--- src/rtl/scan_code_gen_pkg.sv ---
// Shared sizing and types for the slot-scan sequencer and its downstream decoder.
package scan_code_gen_pkg;

  localparam int NUM_SLOTS   = 4;
  localparam int CODE_W      = 2;
  localparam int DEFAULT_DIV = 4;

  typedef logic [CODE_W-1:0] code_t;

  // Result of the next-slot search: found is low when no mask bit is set.
  typedef struct packed {
    logic  found;
    code_t code;
  } pick_t;

endpackage

--- src/rtl/scan_prescaler.sv ---
// Free-running divide-by-DIV counter with synchronous clear and terminal-count pulse.
module scan_prescaler #(
  parameter int DIV = 4,
  parameter int PW  = 16
) (
  input  logic clk,
  input  logic rst_n,
  input  logic clr,
  output logic tc
);

  localparam logic [PW-1:0] LAST = PW'(DIV - 1);

  logic [PW-1:0] cnt_q;
  logic [PW-1:0] cnt_d;

  // tc is gated by clr so a stale count left when scanning stops never fires a step.
  assign tc = !clr && (cnt_q == LAST);

  always_comb begin
    cnt_d = cnt_q + PW'(1);
    if (clr || tc) begin
      cnt_d = '0;
    end
  end

  always_ff @(posedge clk or negedge rst_n) begin
    if (!rst_n) begin
      cnt_q <= '0;
    end else begin
      cnt_q <= cnt_d;
    end
  end

endmodule

--- src/rtl/scan_code_gen.sv ---
// Steps a 2-bit slot code through the mask-enabled slots at a prescaled rate,
// flagging each step (tick) and the start of each scan pass (frame).
module scan_code_gen
  import scan_code_gen_pkg::*;
#(
  parameter int DIV = DEFAULT_DIV,
  parameter int PW  = 16
) (
  input  logic                 clk,
  input  logic                 rst_n,
  input  logic                 en,
  input  logic [NUM_SLOTS-1:0] mask,
  output logic [CODE_W-1:0]    code,
  output logic                 code_valid,
  output logic                 tick,
  output logic                 frame
);

  logic  step;
  code_t code_q, code_d;
  logic  code_valid_q, code_valid_d;
  logic  tick_q, tick_d;
  logic  frame_q, frame_d;
  logic  first_q, first_d;
  pick_t pick;

  // A fresh run searches from slot 0; otherwise the current slot is tried last.
  function automatic pick_t next_slot(input logic [NUM_SLOTS-1:0] m,
                                      input code_t cur, input logic from_start);
    pick_t r;
    code_t cand;
    r = '0;
    for (int i = 0; i < NUM_SLOTS; i++) begin
      cand = from_start ? code_t'(i) : code_t'(cur + code_t'(i + 1));
      if (!r.found && m[cand]) begin
        r.found = 1'b1;
        r.code  = cand;
      end
    end
    return r;
  endfunction

  scan_prescaler #(
    .DIV (DIV),
    .PW  (PW)
  ) u_prescaler (
    .clk   (clk),
    .rst_n (rst_n),
    .clr   (!en),
    .tc    (step)
  );

  always_comb begin
    pick    = next_slot(mask, code_q, first_q);
    code_d  = code_q;
    first_d = first_q;
    tick_d  = 1'b0;
    frame_d = 1'b0;
    if (!en) begin
      first_d = 1'b1;
    end else if (step && pick.found) begin
      code_d  = pick.code;
      tick_d  = 1'b1;
      // Landing at or below the old slot means the pass wrapped (incl. single-slot).
      frame_d = first_q || (pick.code <= code_q);
      first_d = 1'b0;
    end
    code_valid_d = en && mask[code_d];
  end

  always_ff @(posedge clk or negedge rst_n) begin
    if (!rst_n) begin
      code_q       <= '0;
      code_valid_q <= 1'b0;
      tick_q       <= 1'b0;
      frame_q      <= 1'b0;
      first_q      <= 1'b1;
    end else begin
      code_q       <= code_d;
      code_valid_q <= code_valid_d;
      tick_q       <= tick_d;
      frame_q      <= frame_d;
      first_q      <= first_d;
    end
  end

  assign code       = code_q;
  assign code_valid = code_valid_q;
  assign tick       = tick_q;
  assign frame      = frame_q;

endmodule
--- config.mk ---
export PLATFORM = sky130hd
export DESIGN_NAME = scan_code_gen
export DESIGN_NICKNAME = d
export VERILOG_FILES = /design/src/rtl/scan_code_gen_pkg.sv /design/src/rtl/scan_prescaler.sv /design/src/rtl/scan_code_gen.sv
export SDC_FILE = /design/constraint.sdc
export NUM_CORES = 1
export LEC_CHECK = 0
export CORE_MARGIN = 5
export CORE_UTILIZATION = 50
export CTS_CLUSTER_SIZE = 20
export DETAILED_ROUTE_END_ITERATION = 16
export PLACE_DENSITY = 0.75
export SYNTH_ARGS = -nofsm -noshare
export SYNTH_HDL_FRONTEND = slang
export SYNTH_SLANG_ARGS = --single-unit
export TNS_END_PERCENT = 50
--- constraint.sdc ---
create_clock -name clk -period 2.3 [get_ports clk]
set_input_delay 0.46 -clock clk [delete_from_list [all_inputs] [get_ports clk]]
set_output_delay 0.46 -clock clk [all_outputs]
set_load 0.05 [all_outputs]
==> results of run 1 <==
[power breakdown]
part | switching, uW | total (uW) | internal [uW]
Clock | 114 | 290 | 176
Sequential | 55.5 | 474 | 418
Combinational | 211 | 387 | 176
[cells by family after synthesis]
logic type      count (synthesis)  share of synthesized area (%)
simple gates                   65                           28.9
compound gates                 25                           13.1
flops                          22                           42.0
xor+xnor                       12                           7.99
buf+inv                        10                           3.61
fa+ha+maj                       3                           2.85
mux                             2                           1.52
[worst min-delay path by stage]
stage,endpoint,slack [ns],cells after the start
2_1_floorplan,code[0],0.16,0
5_1_grt,u_prescaler.cnt_q[3],0.50,2
3_5_place_dp,u_prescaler.cnt_q[0],0.51,1
4_1_cts,u_prescaler.cnt_q[10],0.49,2
3_3_place_gp,u_prescaler.cnt_q[0],0.47,1
6_report,u_prescaler.cnt_q[10],0.48,2
[layout make-up]
class / count / area (um2)
fillers: 196 / 821
multi-input cells: 107 / 748
flip-flops and latches: 22 / 553
repair buffers: 32 / 265
well taps: 30 / 37.5
clock inverters: 1 / 30.0
clock buffers: 3 / 22.5
inverters: 6 / 22.5
[worst register-to-register path, stage by stage (launching register included)]
cell and delay [ns]:
dfrtp_1 0.43, ha_4 0.17, nor4b_4 0.19, nand4_1 0.24
or4_4 0.60, and3_1 0.18, o21ai_0 0.17, mux2i_1 0.09
[timing repair]
action,CTS,global route
endpoints found under the setup margin,1,2
cloned,0,0
gates resized for setup,4,3
setup buffers,1,4
pin swaps,3,3
endpoints found under the hold margin,0,0
[synthesized netlist by cell type, types with 2 or more instances]
library cell	n
o21ai_0	7
mux2i_1	2
nand3_1	6
a21oi_1	4
nor2b_1	3
ha_1	3
xnor2_1	6
or4_4	2
and3_1	4
nand2_1	4
o31ai_1	2
or3_1	3
a21boi_0	2
inv_1	6
nand4_1	3
nor2_1	22
nand2b_1	3
nor3_1	3
dfrtp_1	21
xor2_1	6
[registers in the layout (all words and copies together), names as in the netlist]
register and cells:
code 2, code_valid 1, first_q 1, frame 1
tick 1, u_prescaler.cnt_q 16
[metal layers]
metal | wire length, um | track usage [%] | share of wire, % | vias to the layer above
li1 | - | - | - | 563
met1 | 1400 | 26.2 | 48 | 554
met2 | 1340 | 26.9 | 46 | 26
met3 | 164 | 4.61 | 5.6 | 2
met4 | 11 | 2.79 | 0.38 | 0
met5 | 0 | 0 | 0 | -
[per-stage QoR]
stage | util, % | area, um2 | setup slack, ns | hold WS [ns] | setup TNS [ns]
6_report | 67.2 | 1680 | 0.117 | 0.479 | 0
5_1_grt | 67.2 | 1680 | -0.0796 | 0.495 | -0.104
4_1_cts | 65.1 | 1630 | 0.0372 | 0.486 | 0
3_5_place_dp | 62.6 | 1560 | -0.439 | 0.508 | -0.887
3_3_place_gp | 62.6 | 1560 | -0.323 | 0.474 | -0.634
2_1_floorplan | - | 1320 | 0.0255 | 0.164 | 0
==> run_results.csv, run 1 <==
group,metric,value,unit
grt,grt_use_total,17.8,%
synthesis,synth_cell_types,47,
synthesis,synth_area_leaders,"dfrtp_1, nor2_1, xnor2_1",
run_status,status,"finished, final reports clean",
placement,portBuffers,11,
synthesis,syn_nets,149,
cts,cts.path.max_buffers,2,
grt,grt_pass1_wl,5.06,mm
placement,dp_cells,192,
critical_path,cp-startpoint,"mask[3]",
synthesis,synth_top_cell_by_area,"dfrtp_1",
synthesis,synthArstFlopShare,100,%
timing,period_needed,2.18,ns
synthesis,synth_seq_area_share,42.0,%
detailed_routing,wl_per_cell,14.5,um
final_layout,diodes,0,
detailed_routing,drc,0,
synthesis,synth_area,1320,um2
cts,clock-root-buffer,"clkbuf_4",
cts,numCtsBuffers,3,
timing,finalSetupViolCount,0,
placement,gp_congestion,0.835,
hold_path,hold_class,"in -> async",
synthesis,synth_seq_cells,22,
detailed_routing,vias,1145,
floorplanning,die_area,3760,um2
timing,drv_slew,0,
timing,hold_viol,0,
power,p_per_area,685,nW/um2
critical_path,crit_fanout,5,
critical_path,worst_r2r_path_depth,7,
power,vdd_drop_max,0.523,mV
critical_path,arrival,2.40,ns
power,totalPowerFinal,1150,uW
final_layout,area_growth,27.7,%
critical_path,reg2reg_slack,0.12,ns
placement,dpl.hpwl,2.13,mm
floorplanning,die_w,61.3,um
synthesis,yosys_warnings,0,
cts,hold_buffers,0,
timing,worst_pin_slew,0.499,ns
cts,clk_latency,0.31,ns
detailed_routing,vias_per_cell,5.70,
final_layout,mostFrequentLayoutCells,"nor2_1, buf_4, dfrtp_1, clkdlybuf4s50_1, o21ai_0",
cts,clk_pin_slew,0.13,ns
floorplanning,ios,12,
detailed_routing,dr.first_iter.drc_count,45,
critical_path,critPathSlowestCell,"clkdlybuf4s50_1",
floorplanning,initial_core_util,52.6,%
grt,grt_max_degree,23,
final_layout,layout-drive-gt1-share,22.8,%
timing,maxSlewHeadroom,66.6,%
critical_path,critPathKind,"in -> reg",
cts,tritoncts,"done",
flow_run,cap_violations,0,
critical_path,max_stage_delay,0.56,ns
critical_path,end_kind,"flip-flop",
critical_path,cp-endpoint,"frame",
grt,gr-total-overflow,0,
critical_path,cp-start-kind,"input pin",
final_layout,final_net_count,182,
critical_path,path_cells,"clkdlybuf4s50_1 -> mux2i_1 -> a2111oi_2 -> a211o_1 -> o21ai_0 -> o31ai_1 -> ha_1 -> a211oi_2 -> nor2_1",
floorplanning,core-area,2500,um2
synthesis,synth_ff_type,"dfrtp_1",
synthesis,netlist.area_leader.share,40.0,%
timing,fin_crit_sh,94.9,%
final_layout,fin_cells,201,
final_layout,layout_commonest_cell,"nor2_1",
critical_path,r2r-end,"code_valid",
timing,fmax,0.458,GHz
critical_path,path_depth,9,
power,leakage,0.000731,uW
synthesis,syn_inst,139,
timing,rsz0062_at_grt,"true",
cts,clock_sinks,22,
synthesis,synth_edf_count,0,
critical_path,cp.required,2.51,ns
detailed_routing,dr.pass1.iters,4,
floorplanning,rows,18,
critical_path,timing.rr.start,"u_prescaler.cnt_q[0]",
detailed_routing,drt-total-wl,2.92,mm
cts,ctsHtreeMaxLevel,1,
critical_path,crit_family,"compound AO/OA/AOI/OAI gates",
synthesis,synth.avg_cell_area,9.46,um2
critical_path,path_buf_inv,1,
floorplanning,die_h,61.3,um
grt,antenna_found_initial,0,
timing,clock_skew,0.0127,ns
grt,grt_pass1_vias,1096,
detailed_routing,ant_nets,0,
Note: power is estimated with default switching activity, not from simulation.
==> run 2: changes to the inputs <==
- CORE_UTILIZATION: 50 -> 56
- PLACE_DENSITY: 0.75 -> 0.79
- clock period: 2.3 -> 2.15 ns (I/O delays scaled with it)
==> run 2 against run 1 <==
Against the previous run: the run now ends with setup timing left; via count rose by 4.7%; final cell count rose by 1.5%; sequential share of layout area fell by 0.34 points; final area rose by 1.0%; register-to-register slack got worse by 0.12 ns; power fell by 1.3%; wire length rose by 5.5%; hold slack got worse by 0.029 ns; critical path depth fell by 2; first-iteration DRC count rose by 22%; largest cell class unchanged.
==> run_results.csv, run 2 (synthesis results as in run 1) <==
group,metric,value,unit
timing,maxSlewHeadroom,65.7,%
timing,clock_skew,0.00204,ns
run_status,violations,"setup timing",
final_layout,multi_input_area,751,um2
floorplanning,die_h,58.5,um
critical_path,cp.required,2.39,ns
grt,antenna_found_initial,0,
cts,clk_latency,0.31,ns
final_layout,layout.area.seq,553,um2
grt,grt_max_degree,23,
cts,clock_sinks,22,
detailed_routing,wl_met3,191,um
power,vdd_drop_max,0.500,mV
detailed_routing,wl_per_cell,15.1,um
detailed_routing,dr.first_iter.drc_count,55,
cts,numCtsBuffers,3,
placement,dpl.hpwl,2.29,mm
cts,tritoncts,"done",
cts,ctsHtreeMaxLevel,1,
placement,place_area,1600,um2
timing,hold_viol,0,
timing,fin_crit_sh,100,%
detailed_routing,drc,0,
final_layout,reg_top3,"u_prescaler.cnt_q x16, code x2",
critical_path,arrival,2.40,ns
cts,cts.path.max_buffers,2,
final_layout,postLayoutCellArea,1700,um2
timing,fmax,0.463,GHz
grt,grt_pass1_wl,5.51,mm
power,sw_frac_of_total,36.9,%
power,totalPowerFinal,1140,uW
placement,gp_congestion,0.881,
timing,drv_slew,0,
final_layout,layout-drive-gt1-share,25.0,%
final_layout,diodes,0,
timing,post-route-worst-setup-slack,-0.00752,ns
final_layout,area_growth,29.0,%
detailed_routing,ant_nets,0,
final_layout,largest_register_ffs,16,
grt,grt_pass1_vias,1206,
timing,period_needed,2.16,ns
flow_run,cap_violations,0,
final_layout,layout_commonest_cell,"buf_4",
hold_path,hold_class,"in -> async",
floorplanning,rows,17,
detailed_routing,drt-total-wl,3.08,mm
floorplanning,die_w,58.5,um
timing,rsz0062_at_grt,"true",
detailed_routing,dr.pass1.iters,6,
final_layout,final_net_count,187,
detailed_routing,wl_met1,1.34,mm
floorplanning,core-area,2230,um2
final_layout,regMostFlops,"u_prescaler.cnt_q",
cts,hold_buffers,0,
cts,clk_pin_slew,0.11,ns
detailed_routing,vias_per_cell,5.88,
run_status,status,"finished, violations left",
power,p_per_area,670,nW/um2
detailed_routing,vias,1199,
critical_path,max_stage_delay,0.51,ns
critical_path,end_kind,"flip-flop",
critical_path,critPathKind,"reg -> reg",
power,p_clk_share,17.1,%
detailed_routing,wl_met2,1.50,mm
floorplanning,initial_core_util,58.9,%
critical_path,critPathSlowestCell,"or4_4",
final_layout,fillCellCount,158,
timing,worst_pin_slew,0.513,ns
critical_path,cp-start-kind,"flip-flop",
critical_path,crit_fanout,8,
detailed_routing,highest-signal-layer,"met4",
critical_path,path_cells,"mux2i_2 -> a2111oi_4 -> a211o_1 -> buf_4 -> or4_4 -> nand3_2 -> mux2i_1",
final_layout,mostFrequentLayoutCells,"buf_4, nor2_1, dfrtp_1, o21ai_0",
cts,clock-root-buffer,"clkbuf_4",
grt,grt_use_total,20.8,%
timing,finalSetupViolCount,2,
power,p_sw,419,uW
power,seqPwrFrac,43.7,%
floorplanning,die_area,3420,um2
grt,gr-total-overflow,0,
floorplanning,ios,12,
timing,tns,-0.0116,ns
placement,portBuffers,11,
power,p_int,717,uW
power,pwr-share-comb,39.2,%
power,leakage,0.000784,uW
==> run 2: changes by cell type in the layout (fill, tap and decap cells not counted), sizes merged <==
cell,change
buf,+5
clkdlybuf4s50,-4
dlymetal6s2s,+3
bufinv,-1
clkbuf,+1
dlygate4sd2,+1
==> run 2: power by group through the flow <==
stage               Combinational (uW)  Sequential (uW)  Clock, uW
floorplan                          185              567          0
global placement                   387              498          0
detailed placement                 401              502          0
CTS                                405              496        198
global route                       486              504        226
finish                             445              496        194
==> run 2: through the flow <==
stage               worst slack, ns  std cells  hold slack [ns]  utilization, %
global route                 -0.120        204            0.453            76.0
global placement             -0.438        195            0.525            71.6
CTS                         0.00239        200            0.451            73.2
detailed placement           -0.508        195            0.540            71.6
floorplan                    -0.125        139            0.134               -
finish                     -0.00752        204            0.450            76.0
==> run 2: worst paths after layout <==
check,from,to,slack (ns),cells past startpoint
setup / recovery,code[0],code_valid,-0.008,7
hold / removal,rst_n,u_prescaler.cnt_q[12],0.45,2
setup reg to reg,code[0],code_valid,-0.008,7
hold reg to reg,u_prescaler.cnt_q[0],u_prescaler.cnt_q[0],0.56,2
max in group asynchronous,rst_n,first_q,1.43,2
min in group clk,u_prescaler.cnt_q[0],u_prescaler.cnt_q[0],0.56,2
==> run 2: metal layers <==
layer / GRT usage [%] / vias to the layer above
met1: 28.0 / 579
met5: 0 / -
met3: 4.82 / 8
met4: 6.95 / 0
li1: - / 573
met2: 32.7 / 39
==> run 2: critical path, delay by kind of cell, from the launching register on <==
kind	cells	cell delay, ns
flip-flops	1	0.46
AND/OR/NAND/NOR	2	0.61
AO/OA/AOI/OAI	2	0.40
buffers and inverters	1	0.16
multiplexers	2	0.47
==> run 2: cell type report <==
| class | count | area share (%) |
|---|---|---|
| Tap cell | 28 | 2.06 |
| Sequential cell | 22 | 32.6 |
| Multi-Input combinational cell | 107 | 44.2 |
| Inverter | 6 | 1.33 |
| Clock buffer | 4 | 1.55 |
| Timing Repair Buffer | 37 | 18.2 |
==> run 2: what timing repair did <==
action,CTS,global route
endpoints found under the setup margin,2,3
gates resized for setup,5,6
gates cloned,0,0
buffers inserted,1,4
pin swaps,3,2
==> run 3: changes to the inputs <==
--- a/config.mk
+++ b/config.mk
@@ -6,4 +6,5 @@
 export NUM_CORES = 1
 export LEC_CHECK = 0
+export CORE_ASPECT_RATIO = 1.5
 export CORE_MARGIN = 5
 export CORE_UTILIZATION = 56
==> constraint.sdc (replaced) <==
create_clock -name clk -period 2.2 [get_ports clk]
set_input_delay 0.22 -clock clk [delete_from_list [all_inputs] [get_ports clk]]
set_output_delay 0.22 -clock clk [all_outputs]
set_load 0.05 [all_outputs]
==> run 3 against run 2 <==
Against the previous run: the run now ends clean; largest cell class unchanged; highest routed layer unchanged; critical endpoint is now frame; setup slack gained 0.041 ns; via count shrank 2.2%; final cell count shrank 5.4%; die area grew 0.58%; sequential power shrank 2%; critical path depth grew 2; wire length shrank 4.7%; first-iteration DRC count shrank 33%.
==> run_results.csv, run 3 (synthesis results as in run 1) <==
group,metric,value,unit
run_status,status,"finished, final reports clean",
critical_path,critPathMostFrequentCell,"buf_4",
floorplanning,rows,21,
detailed_routing,wl_met2,1.63,mm
detailed_routing,dr.first_iter.drc_count,37,
timing,whs,0.240,ns
detailed_routing,ant_nets,0,
detailed_routing,drc,0,
power,vdd_drop_max,0.588,mV
power,leakage,0.000722,uW
grt,antenna_found_initial,0,
floorplanning,die_w,49.6,um
final_layout,layout_commonest_cell,"nor2_1",
critical_path,crit_fanout,6,
timing,period_needed,2.17,ns
timing,drv_slew,0,
floorplanning,initial_core_util,58.9,%
grt,grt_pass1_vias,1201,
final_layout,postLayoutCellArea,1680,um2
final_layout,fillCellCount,156,
timing,post-route-worst-setup-slack,0.0336,ns
timing,worst_pin_slew,0.512,ns
detailed_routing,vias,1173,
critical_path,cp.required,2.40,ns
grt,grt_pass1_wl,4.86,mm
final_layout,diodes,0,
power,totalPowerFinal,1140,uW
timing,fin_crit_sh,98.5,%
grt,grt_max_degree,23,
timing,maxSlewHeadroom,65.8,%
detailed_routing,vias_per_cell,6.08,
critical_path,r2r-end,"frame",
timing,tns,0,ns
detailed_routing,wl_met1,1.12,mm
timing,finalSetupViolCount,0,
cts,clk_pin_slew,0.12,ns
detailed_routing,wl_per_cell,15.2,um
critical_path,reg2reg_slack,0.03,ns
critical_path,timing.rr.start,"code[0]",
final_layout,final_net_count,181,
cts,clock-root-buffer,"clkbuf_4",
floorplanning,die_area,3440,um2
critical_path,cp-start-kind,"flip-flop",
timing,hold_viol,0,
critical_path,critPathSlowestCell,"dfrtp_2",
cts,ctsHtreeMaxLevel,1,
placement,gp_congestion,0.799,
timing,fmax,0.462,GHz
cts,tritoncts,"done",
detailed_routing,dr.pass1.iters,4,
cts,clock_sinks,22,
critical_path,critPathKind,"reg -> reg",
final_layout,regMostFlops,"u_prescaler.cnt_q",
power,p_per_area,679,nW/um2
hold_path,hold_class,"in -> async",
final_layout,layout-drive-gt1-share,25.9,%
cts,cts.path.max_buffers,2,
critical_path,arrival,2.36,ns
critical_path,worst_r2r_path_depth,9,
final_layout,largest_register_ffs,16,
floorplanning,core-area,2230,um2
placement,place_area,1550,um2
detailed_routing,highest-signal-layer,"met4",
floorplanning,ios,12,
placement,dp_slack,-0.241,ns
final_layout,reg_top3,"u_prescaler.cnt_q x16, code x2",
grt,grt_use_total,17.3,%
floorplanning,die_h,69.4,um
detailed_routing,wl_met3,54,um
timing,clock_skew,0.00731,ns
cts,numCtsBuffers,3,
timing,rsz0062_at_grt,"true",
critical_path,path_cells,"buf_4 -> nand3b_1 -> o21ai_0 -> a211o_1 -> buf_4 -> o31ai_2 -> ha_2 -> a211oi_2 -> nor2_1",
final_layout,mostFrequentLayoutCells,"nor2_1, dfrtp_1, buf_4, clkdlybuf4s50_1",
placement,portBuffers,11,
cts,hold_buffers,0,
critical_path,end_kind,"flip-flop",
cts,clk_latency,0.30,ns
grt,gr-total-overflow,0,
critical_path,max_stage_delay,0.47,ns
placement,dpl.hpwl,2.20,mm
critical_path,cp-startpoint,"code[0]",
flow_run,cap_violations,0,
detailed_routing,drt-total-wl,2.93,mm
final_layout,area_growth,27.6,%
-- run 3: layer usage --
metal  up-vias  track usage, %
li1        564               -
met1       572            16.9
met2        27            31.7
met3        10            1.08
met4         0            13.7
met5         -               0
-- run 3: timing repair --
item / CTS / global route
gates resized for setup: 0 / 13
endpoints found under the setup margin: 0 / 2
setup buffers: 0 / 5
-- run 3: area by class of cell --
| type | instances | area [um2] | share of cell area (%) |
|---|---|---|---|
| Inverter | 6 | 22.5 | 1.34 |
| Sequential cell | 22 | 553 | 33.0 |
| Tap cell | 23 | 28.8 | 1.72 |
| Timing Repair Buffer | 31 | 260 | 15.5 |
| Multi-Input combinational cell | 107 | 777 | 46.3 |
| Clock buffer | 4 | 36.3 | 2.16 |
-- run 3: metrics by stage --
step	cells	utilization, %
floorplan	139	-
global placement	184	69.3
detailed placement	184	69.3
CTS	188	70.9
global route	193	75.1
finish	193	75.1
-- run 3: how the worst max path moves through the flow --
stage	endpoint	cells past startpoint	slack, ns
floorplan	frame	8	-0.07
global placement	frame	9	-0.18
detailed placement	frame	9	-0.24
CTS	frame	8	0.03
global route	code_valid	6	-0.04
finish	frame	9	0.03
-- run 3: critical path: cells and delay by family, from the launching register on --
kind            cells  cell delay [ns]
compound gates      4             0.83
flops               1             0.47
fa+ha+maj           1             0.31
buf+inv             2             0.29
simple gates        2             0.15
-- run 3: power breakdown --
group / switching [uW] / internal (uW) / total, uW
combinational: 241 / 196 / 438
sequential: 49.1 / 437 / 486
clock: 115 / 101 / 216
total: 406 / 734 / 1140
